==> src/rtl/beat_sequencer.sv <==
// beat_sequencer: records timed key events into three slots and replays them onto the buzzer path.
// Optional build macro LOOP_PLAY_EN: playback restarts the slot until the play button is pressed again.
module beat_sequencer #(
  parameter int DEPTH    = 64,
  parameter int TICK_DIV = 50000,
  parameter int DUR_W    = 12
) (
  input  logic       clock,
  input  logic       resetn,
  input  logic [6:0] key_code,
  input  logic       rec_btn_n,
  input  logic       play_btn_n,
  input  logic [2:0] slot_sel,
  output logic [6:0] buzz_note,
  output logic [6:0] play_note,
  output logic       recording,
  output logic       playing,
  output logic [2:0] slot_valid,
  output logic       overflow
);
  localparam int AW = (DEPTH > 1) ? $clog2(DEPTH) : 1;
  localparam int TW = (TICK_DIV > 1) ? $clog2(TICK_DIV) : 1;
  localparam int EW = 7 + DUR_W;

  typedef enum logic [2:0] {IDLE, REC, REC_FLUSH, PLAY_LOAD, PLAY_RUN} state_t;

  state_t           state;
  logic [2:0]       rec_sync, play_sync;
  logic             rec_press, play_press;
  logic             sel_ok;
  logic [1:0]       sel_idx, slot;
  logic [TW-1:0]    tick_cnt;
  logic             tick;
  logic [AW-1:0]    wr_ptr, rd_ptr;
  logic [AW:0]      slot_len [3];
  logic [6:0]       cur_note;
  logic [DUR_W-1:0] dur, countdown;
  logic             data_wait;
  logic             rec_evt, mem_we;
  logic [EW-1:0]    mem [3][DEPTH];
  logic [EW-1:0]    rd_data;

  // Buttons idle high; a press pulse fires one cycle after the synchronised falling edge.
  always_ff @(posedge clock or negedge resetn) begin
    if (!resetn) begin
      rec_sync  <= 3'b111;
      play_sync <= 3'b111;
    end else begin
      rec_sync  <= {rec_sync[1:0], rec_btn_n};
      play_sync <= {play_sync[1:0], play_btn_n};
    end
  end

  assign rec_press  = rec_sync[2] & ~rec_sync[1];
  assign play_press = play_sync[2] & ~play_sync[1];
  assign tick       = (tick_cnt == TW'(TICK_DIV - 1));

  always_comb begin
    sel_ok  = 1'b1;
    sel_idx = 2'd0;
    case (slot_sel)
      3'b001:  sel_idx = 2'd0;
      3'b010:  sel_idx = 2'd1;
      3'b100:  sel_idx = 2'd2;
      default: sel_ok  = 1'b0;
    endcase
  end

  // A note ends when the key changes or its duration would overflow the field.
  assign rec_evt = (state == REC) && !rec_press &&
                   ((key_code != cur_note) || (tick && (&dur)));
  assign mem_we  = rec_evt || (state == REC_FLUSH);

  always_ff @(posedge clock) begin
    if (mem_we)
      mem[slot][wr_ptr] <= {cur_note, dur};
    rd_data <= mem[slot][rd_ptr];
  end

  always_ff @(posedge clock or negedge resetn) begin
    if (!resetn) begin
      state      <= IDLE;
      slot       <= 2'd0;
      tick_cnt   <= '0;
      wr_ptr     <= '0;
      rd_ptr     <= '0;
      cur_note   <= 7'd0;
      dur        <= '0;
      countdown  <= '0;
      data_wait  <= 1'b0;
      for (int i = 0; i < 3; i++) slot_len[i] <= '0;
      slot_valid <= 3'b000;
      overflow   <= 1'b0;
      recording  <= 1'b0;
      playing    <= 1'b0;
      play_note  <= 7'd0;
      buzz_note  <= 7'd0;
    end else begin
      tick_cnt  <= tick ? '0 : tick_cnt + 1'b1;
      buzz_note <= (key_code != 7'd0) ? key_code : play_note;
      case (state)
        IDLE: begin
          if (rec_press && sel_ok) begin
            state               <= REC;
            recording           <= 1'b1;
            slot                <= sel_idx;
            slot_valid[sel_idx] <= 1'b0;
            overflow            <= 1'b0;
            wr_ptr              <= '0;
            cur_note            <= key_code;
            dur                 <= '0;
            tick_cnt            <= '0;
          end else if (play_press && sel_ok && slot_valid[sel_idx]) begin
            state    <= PLAY_LOAD;
            playing  <= 1'b1;
            slot     <= sel_idx;
            rd_ptr   <= '0;
            tick_cnt <= '0;
          end
        end
        REC: begin
          if (rec_press) begin
            state <= REC_FLUSH;
          end else if (rec_evt) begin
            cur_note <= key_code;
            dur      <= '0;
            wr_ptr   <= wr_ptr + 1'b1;
            if (wr_ptr == AW'(DEPTH - 1)) begin
              overflow         <= 1'b1;
              slot_len[slot]   <= (AW + 1)'(DEPTH);
              slot_valid[slot] <= 1'b1;
              recording        <= 1'b0;
              state            <= IDLE;
            end
          end else if (tick) begin
            dur <= dur + 1'b1;
          end
        end
        REC_FLUSH: begin
          slot_len[slot]   <= {1'b0, wr_ptr} + 1'b1;
          slot_valid[slot] <= 1'b1;
          recording        <= 1'b0;
          state            <= IDLE;
        end
        PLAY_LOAD: begin
          if (play_press) begin
            state     <= IDLE;
            playing   <= 1'b0;
            play_note <= 7'd0;
          end else begin
            state     <= PLAY_RUN;
            data_wait <= 1'b1;
          end
        end
        PLAY_RUN: begin
          if (play_press) begin
            state     <= IDLE;
            playing   <= 1'b0;
            play_note <= 7'd0;
            data_wait <= 1'b0;
          end else if (data_wait) begin
            play_note <= rd_data[EW-1:DUR_W];
            countdown <= rd_data[DUR_W-1:0];
            data_wait <= 1'b0;
          end else if (countdown == '0) begin
            if (({1'b0, rd_ptr} + 1'b1) == slot_len[slot]) begin
`ifdef LOOP_PLAY_EN
              rd_ptr    <= '0;
              state     <= PLAY_LOAD;
              tick_cnt  <= '0;
`else
              state     <= IDLE;
              playing   <= 1'b0;
              play_note <= 7'd0;
`endif
            end else begin
              rd_ptr   <= rd_ptr + 1'b1;
              state    <= PLAY_LOAD;
              tick_cnt <= '0;
            end
          end else if (tick) begin
            countdown <= countdown - 1'b1;
          end
        end
        default: state <= IDLE;
      endcase
    end
  end
endmodule

==> config.mk <==
export PLATFORM = sky130hd
export DESIGN_NAME = beat_sequencer
export DESIGN_NICKNAME = d
export VERILOG_FILES = /design/src/rtl/beat_sequencer.sv
export SDC_FILE = /design/constraint.sdc
export NUM_CORES = 2
export LEC_CHECK = 0
export ABC_CLOCK_PERIOD_IN_PS = 8200
export BUFFER_PORTS_ARGS = -buffer_cell sky130_fd_sc_hd__buf_4
export CAP_MARGIN = 25
export CORE_ASPECT_RATIO = 0.9
export CORE_MARGIN = 5
export CORE_UTILIZATION = 30
export CTS_CLUSTER_DIAMETER = 100
export DETAILED_ROUTE_END_ITERATION = 10
export PLACE_DENSITY = 0.44
export SYNTH_ARGS = -nofsm -noshare
export SYNTH_HDL_FRONTEND = slang
export SYNTH_SLANG_ARGS = --single-unit
==> constraint.sdc <==
create_clock -name clock -period 8.2 [get_ports clock]
set_clock_uncertainty 0.1 [all_clocks]
set_input_delay 0.82 -clock clock [delete_from_list [all_inputs] [get_ports clock]]
set_output_delay 0.82 -clock clock [all_outputs]
set_load 0.02 [all_outputs]
# ---- Word level (Yosys, flattened, before mapping)
# Memory sizes are Yosys's and may differ from the RTL's.
# Index checks and enable logic that the tools add are counted.
dict set report totals {
  mem_bits_rw 3648
  input_bits 14
  memories 1
  regBits 131
}
dict set report op_classes {
  magnitude_cmp 9
  muxes 101
  reduce_logical 38
  n_addsub 7
  n_bitwise 14
  n_eq_ne 33
}
# memory words word_bits rd rd_ports_with_merged_regs write_ports line_no
set mem_list {}
lappend mem_list {mem 3 1216 1 0 1 40} ;# logic [EW-1:0] mem [3][DEPTH];
# operator count
set ops {}
lappend ops {{$mux W1216} 1}
lappend ops {{$bmux W19 S6} 1}
lappend ops {{$demux W19 S6} 1}
lappend ops {{$mux W16} 7}
lappend ops {{$mux W12} 7}
lappend ops {{$mux W7} 12}
lappend ops {{$mux W21} 3}
lappend ops {{$mux W19} 3}
lappend ops {{$mux W6} 9}
lappend ops {{$pmux W21 S2} 1}
lappend ops {{$mux W3} 13}
lappend ops {{$pmux W16 S2} 1}
lappend ops {{$pmux W7 S2} 2}
lappend ops {{$ne A2 B2 Y1 const B} 12}
lappend ops {{$pmux W12 S2} 1}
lappend ops {{$pmux W6 S2} 2}
lappend ops {{$bwmux W21} 1}
lappend ops {{$mux W1} 21}
lappend ops {{$reduce_and A4 Y1} 5}
lappend ops {{$and A18 B18 Y18} 1}
lappend ops {{$ne A3 B3 Y1 const B} 6}
lappend ops {{$not A18 Y18} 1}
lappend ops {{$add A16 B1 Y16 const B} 1}
lappend ops {{$eq A16 B16 Y1 const B} 1}
lappend ops {{other kinds (49)} 89}

# ---- Depth between registers and ports, before layout
dict set report depth {
  depth_word 11
  ltp_mapped 14
  depth_no_buf 10
}

# ---- Worst setup path before layout
# No wires, ideal clock.
dict set report synth_path {
  path_kind {flip-flop to flip-flop}
  startpoint {register dur[4]}
  endpoint {memory mem[1][1102] (netlist bit), enable pin}
  period_less_slack_ns 6.200
  stages_incl_launch_ff 10
  slack_ns 2.000
  t_arrival_ns 5.681
  path_cell_list {dfrtp_1 -> nand4_1 -> nor4_1 -> and4_1 -> o21ai_2 -> nand2_1 -> buf_2 -> nand2_1 -> buf_2 -> nor3_1}
}
dict set report synth_between {
  elab_chain_len 7
}
# element line_no
set synth_rtl {}
lappend synth_rtl {{start: declaration} 37} ;# logic [DUR_W-1:0] dur, countdown;
lappend synth_rtl {{start signal: assignment} 136} ;# dur <= dur + 1'b1;
lappend synth_rtl {{$reduce_and A12 Y1} 71} ;# ((key_code != cur_note) || (tick && (&dur)));
lappend synth_rtl {{$logic_and A1 B1 Y1} 71}
lappend synth_rtl {{$logic_or A1 B1 Y1} 71}
lappend synth_rtl {{$logic_and A1 B1 Y1} 70} ;# assign rec_evt = (state == REC) && !rec_press &&
lappend synth_rtl {{$logic_or A1 B1 Y1} 72} ;# assign mem_we = rec_evt || (state == REC_FLUSH);
lappend synth_rtl {{$mux W1} 75} ;# if (mem_we)
lappend synth_rtl {{$mux W1216 (not written as such)} 76} ;# mem[slot][wr_ptr] <= {cur_note, dur};
lappend synth_rtl {{end: declaration} 40}
# Every way passes these cells.

# ---- Final worst setup path
dict set report layout_path {
  startpoint {register slot[1]}
  endpoint {register rd_data[15]}
}
dict set report layout_between {
  elab_chain_len 4
}
# element line_no
set layout_rtl {}
lappend layout_rtl {{start: declaration} 31} ;# logic [1:0] sel_idx, slot;
lappend layout_rtl {{start signal: assignment} 106} ;# slot <= sel_idx;
lappend layout_rtl {{start signal: assignment} 116} ;# slot <= sel_idx;
lappend layout_rtl {{$mem_v2 Z3 W1216} --}
lappend layout_rtl {{$bmux W19 S6} 77} ;# rd_data <= mem[slot][rd_ptr];
lappend layout_rtl {{$mux W19 (not written as such) (2 in series)} 77}
lappend layout_rtl {{end signal: assignment} 77}
lappend layout_rtl {{end: declaration} 41} ;# logic [EW-1:0] rd_data;
# Every way passes these cells. The select of a mux whose other input is x is not followed.
# A chain may end at the register's enable or synchronous reset.

==> out/results.ini <==
[worst_setup_path]
worstPathMaxFanout = 47
startpoint_type = flop
cp.required_ns = 9.02
end_kind = flop
path_cells = inv_8 > buf_4 > buf_4 > o21ai_0 > o211ai_1 > o21ai_0 > a221oi_1 > nand2_1 > o211ai_1
critPathMaxStageDelay_ns = 1.20
critical_path_class = flop to flop
critPathSlowestCell = a221oi_1
r2r_slack_ns = 2.63
worst_ep_arrival_time_ns = 6.38

[sta]
worst_pin_slew_ns = 1.75
period_share_pct = 67.9
hold_viol_final = 0
rsz0062_at_grt = no
slew_violations = 108
period_needed_ns = 5.57
finalSetupViolations = 0
timing.setup.tns_ns = 0
max_freq_mhz = 180
slew_headroom_pct = -16.8
worst_slack_ns = 2.63

[final_layout]
multiInputGateArea_um2 = 35700
fillers = 47100
drive_gt1_share_pct = 20.4
layout.nets = 9200
ff_latch_area_um2 = 113000
areaGrowthSynthToFinish_pct = 15.5
fin_util_pct = 34.8

[run_status]
status = complete, but fails checks
violations = max-slew violations

[clock_network]
cts_root_buf = clkbuf_16
cts-buffers-inserted = 390
post_cts_buffers = 0
clk-insertion-delay-late_ns = 1.02
ctsHoldBuffers = 10
clkTransAtPathRegs_ns = 0.07
clock-sinks = 3779
clockBufferDepth = 4
cts_resized = 0
h-tree-depth = 5
tritoncts = done

[global_route]
grt_pass1_vias = 81400
grt_max_degree = 194
grt_pass1_wl_um = 678000
antenna_found_initial = 34
track_usage_pct = 18.5
overflow = 0

[floorplan]
num_rows = 246
core_um2 = 500000
dieArea_um2 = 516000
io_pins = 34
die_h_um = 682
start_util_pct = 30.1
die_width_um = 757

[yosys]
avgSynthCellArea_um2 = 16.9
synth_cell_types = 77
async_flop_share_pct = 2.96
yosysSeqAreaShare_pct = 74.9
synth-edff-count = 3648
ys.flop_type = edfxtp_1
synth_warnings = 0
netlist_area_um2 = 151000
synth_common_cells = 3,648 x edfxtp_1, 770 x mux2i_1, 642 x nand2_1, 582 x o21ai_0, 515 x nor2_1
yosysMostFrequentCell = edfxtp_1
ys_ff_latch = 3779
synth_nets = 8947
netlist.area_leader.share_pct = 72.7
synth.largest_area_cell = edfxtp_1
yosys-top-cells-area = edfxtp_1 73%, mux2i_1 5.1%, mux4_2 4.3%
synthCells = 8928

[power_and_ir_drop]
p_leak_nw = 54.6
pwr_density_cell_nw_per_um2 = 336
switching_share_pct = 35.6
pwr-share-clk_pct = 30.8
seqPwrFrac_pct = 39.7
power_switching_mw = 20.7
peakVddDrop_mv = 0.340
power.internal_mw = 37.6
power_mw = 58.3
combinationalPowerShare_pct = 29.6

[drt]
wl_um = 491000
wire_per_inst_um = 30.3
drc = 0
via_per_inst = 5.12
drt_iter0_drc = 8618
firstDrtPassIters = 5
vias = 83100
drt.antenna.violating_nets = 0

[placement]
gp_congestion = 0.822
dp_slack_ns = 2.67
dp_hpwl_um = 293000
io_buffers = 33

[job]
drv_cap = 0

[hold_path]
hold_path.class = input pin to flop

## through the flow
stage,hold WS [ns],cell area [um2],instances
after detailed placement,0.268,161000,15500
after CTS,0.0513,174000,16200
after global routing,0.124,174000,16200
final,0.127,174000,16200
after global placement,0.268,160000,15400
after floorplan,0.245,151000,8928
## worst max-delay path, delay by kind of cell (launching register included)
kind	cells	cell delay (ns)
compound gates	5	2.25
buf+inv	3	1.69
flops	1	0.67
simple gates	1	0.65
## layer usage
layer / track usage [%] / routed length [um] / up-vias
li1: - / - / 35600
met1: 27.3 / 226000 / 44100
met2: 28.7 / 221000 / 2820
met3: 2.69 / 30500 / 611
met4: 4.76 / 13300 / 4
met5: 0 / 27 / -
## state kept, by name (all words and copies together), names as in the netlist
signal,count
playing,1
state,3
slot_len,21
rd_ptr,6
slot,2
buzz_note,7
rec_sync,3
mem,3648
tick_cnt,16
data_wait,1
countdown,12
wr_ptr,6
overflow,1
recording,1
rd_data,19
play_note,7
cur_note,7
slot_valid,3
play_sync,3
dur,12
## cell type report
class / count / area share [%]
flip-flops and latches: 3779 / 64.9
multi-input cells: 4574 / 20.5
well taps: 6696 / 4.82
repair buffers: 416 / 2.35
inverters: 20 / 0.0475
clock inverters: 238 / 1.42
diodes: 7 / 0.0101
clock buffers: 480 / 5.91
## cell usage in the layout, fill, tap and decap left out, types with 66 or more instances in the layout
| cell type | Yosys | routed |
|---|---|---|
| a22oi_1 | 148 | 148 |
| nand3_1 | 66 | 66 |
| mux2_2 | 419 | 419 |
| clkinv_2 | 0 | 69 |
| edfxtp_1 | 3648 | 3648 |
| buf_4 | 119 | 326 |
| o21ai_0 | 582 | 578 |
| a21oi_1 | 444 | 444 |
| o22ai_1 | 89 | 89 |
| nor2_2 | 0 | 104 |
| nand2_1 | 642 | 639 |
| mux2i_1 | 770 | 770 |
| clkbuf_1 | 175 | 75 |
| a211oi_1 | 89 | 88 |
| mux4_2 | 290 | 290 |
| dfrtp_1 | 106 | 81 |
| nor3_2 | 0 | 79 |
| clkbuf_16 | 0 | 393 |
| nor2_1 | 515 | 394 |
| clkinv_1 | 1 | 90 |
## kinds of logic after synthesis
group                      Yosys count  share of synthesized area (%)
DFF                               3779                           74.9
adders and majority gates            5                         0.0415
buffers and inverters              575                           1.98
muxes                             1482                           12.6
and+or+nand+nor                   1491                           4.18
xor gates and xnor gates            42                          0.244
AOI/OAI and AO/OA                 1554                           6.08
## power groups by stage
stage | Sequential [mW] | Combinational [mW] | Clock, mW
2_1_floorplan | 23.5 | 8.99 | 0
3_3_place_gp | 23.6 | 17.2 | 0
3_5_place_dp | 23.6 | 17.3 | 0
4_1_cts | 23.2 | 17.4 | 18.3
5_1_grt | 23.2 | 18.0 | 19.2
6_report | 23.2 | 17.2 | 17.9
## final timing paths
check	start	endpoint	depth (start not counted)
max	slot[1]	rd_data[15]	9
min	slot_sel[0]	slot[0]	3
max reg2reg	slot[1]	rd_data[15]	9
min reg2reg	play_sync[1]	play_sync[2]	0
max in group asynchronous	resetn	rd_ptr[1]	3
min in group asynchronous	resetn	buzz_note[4]	2
(Power assumes the default switching activity.)
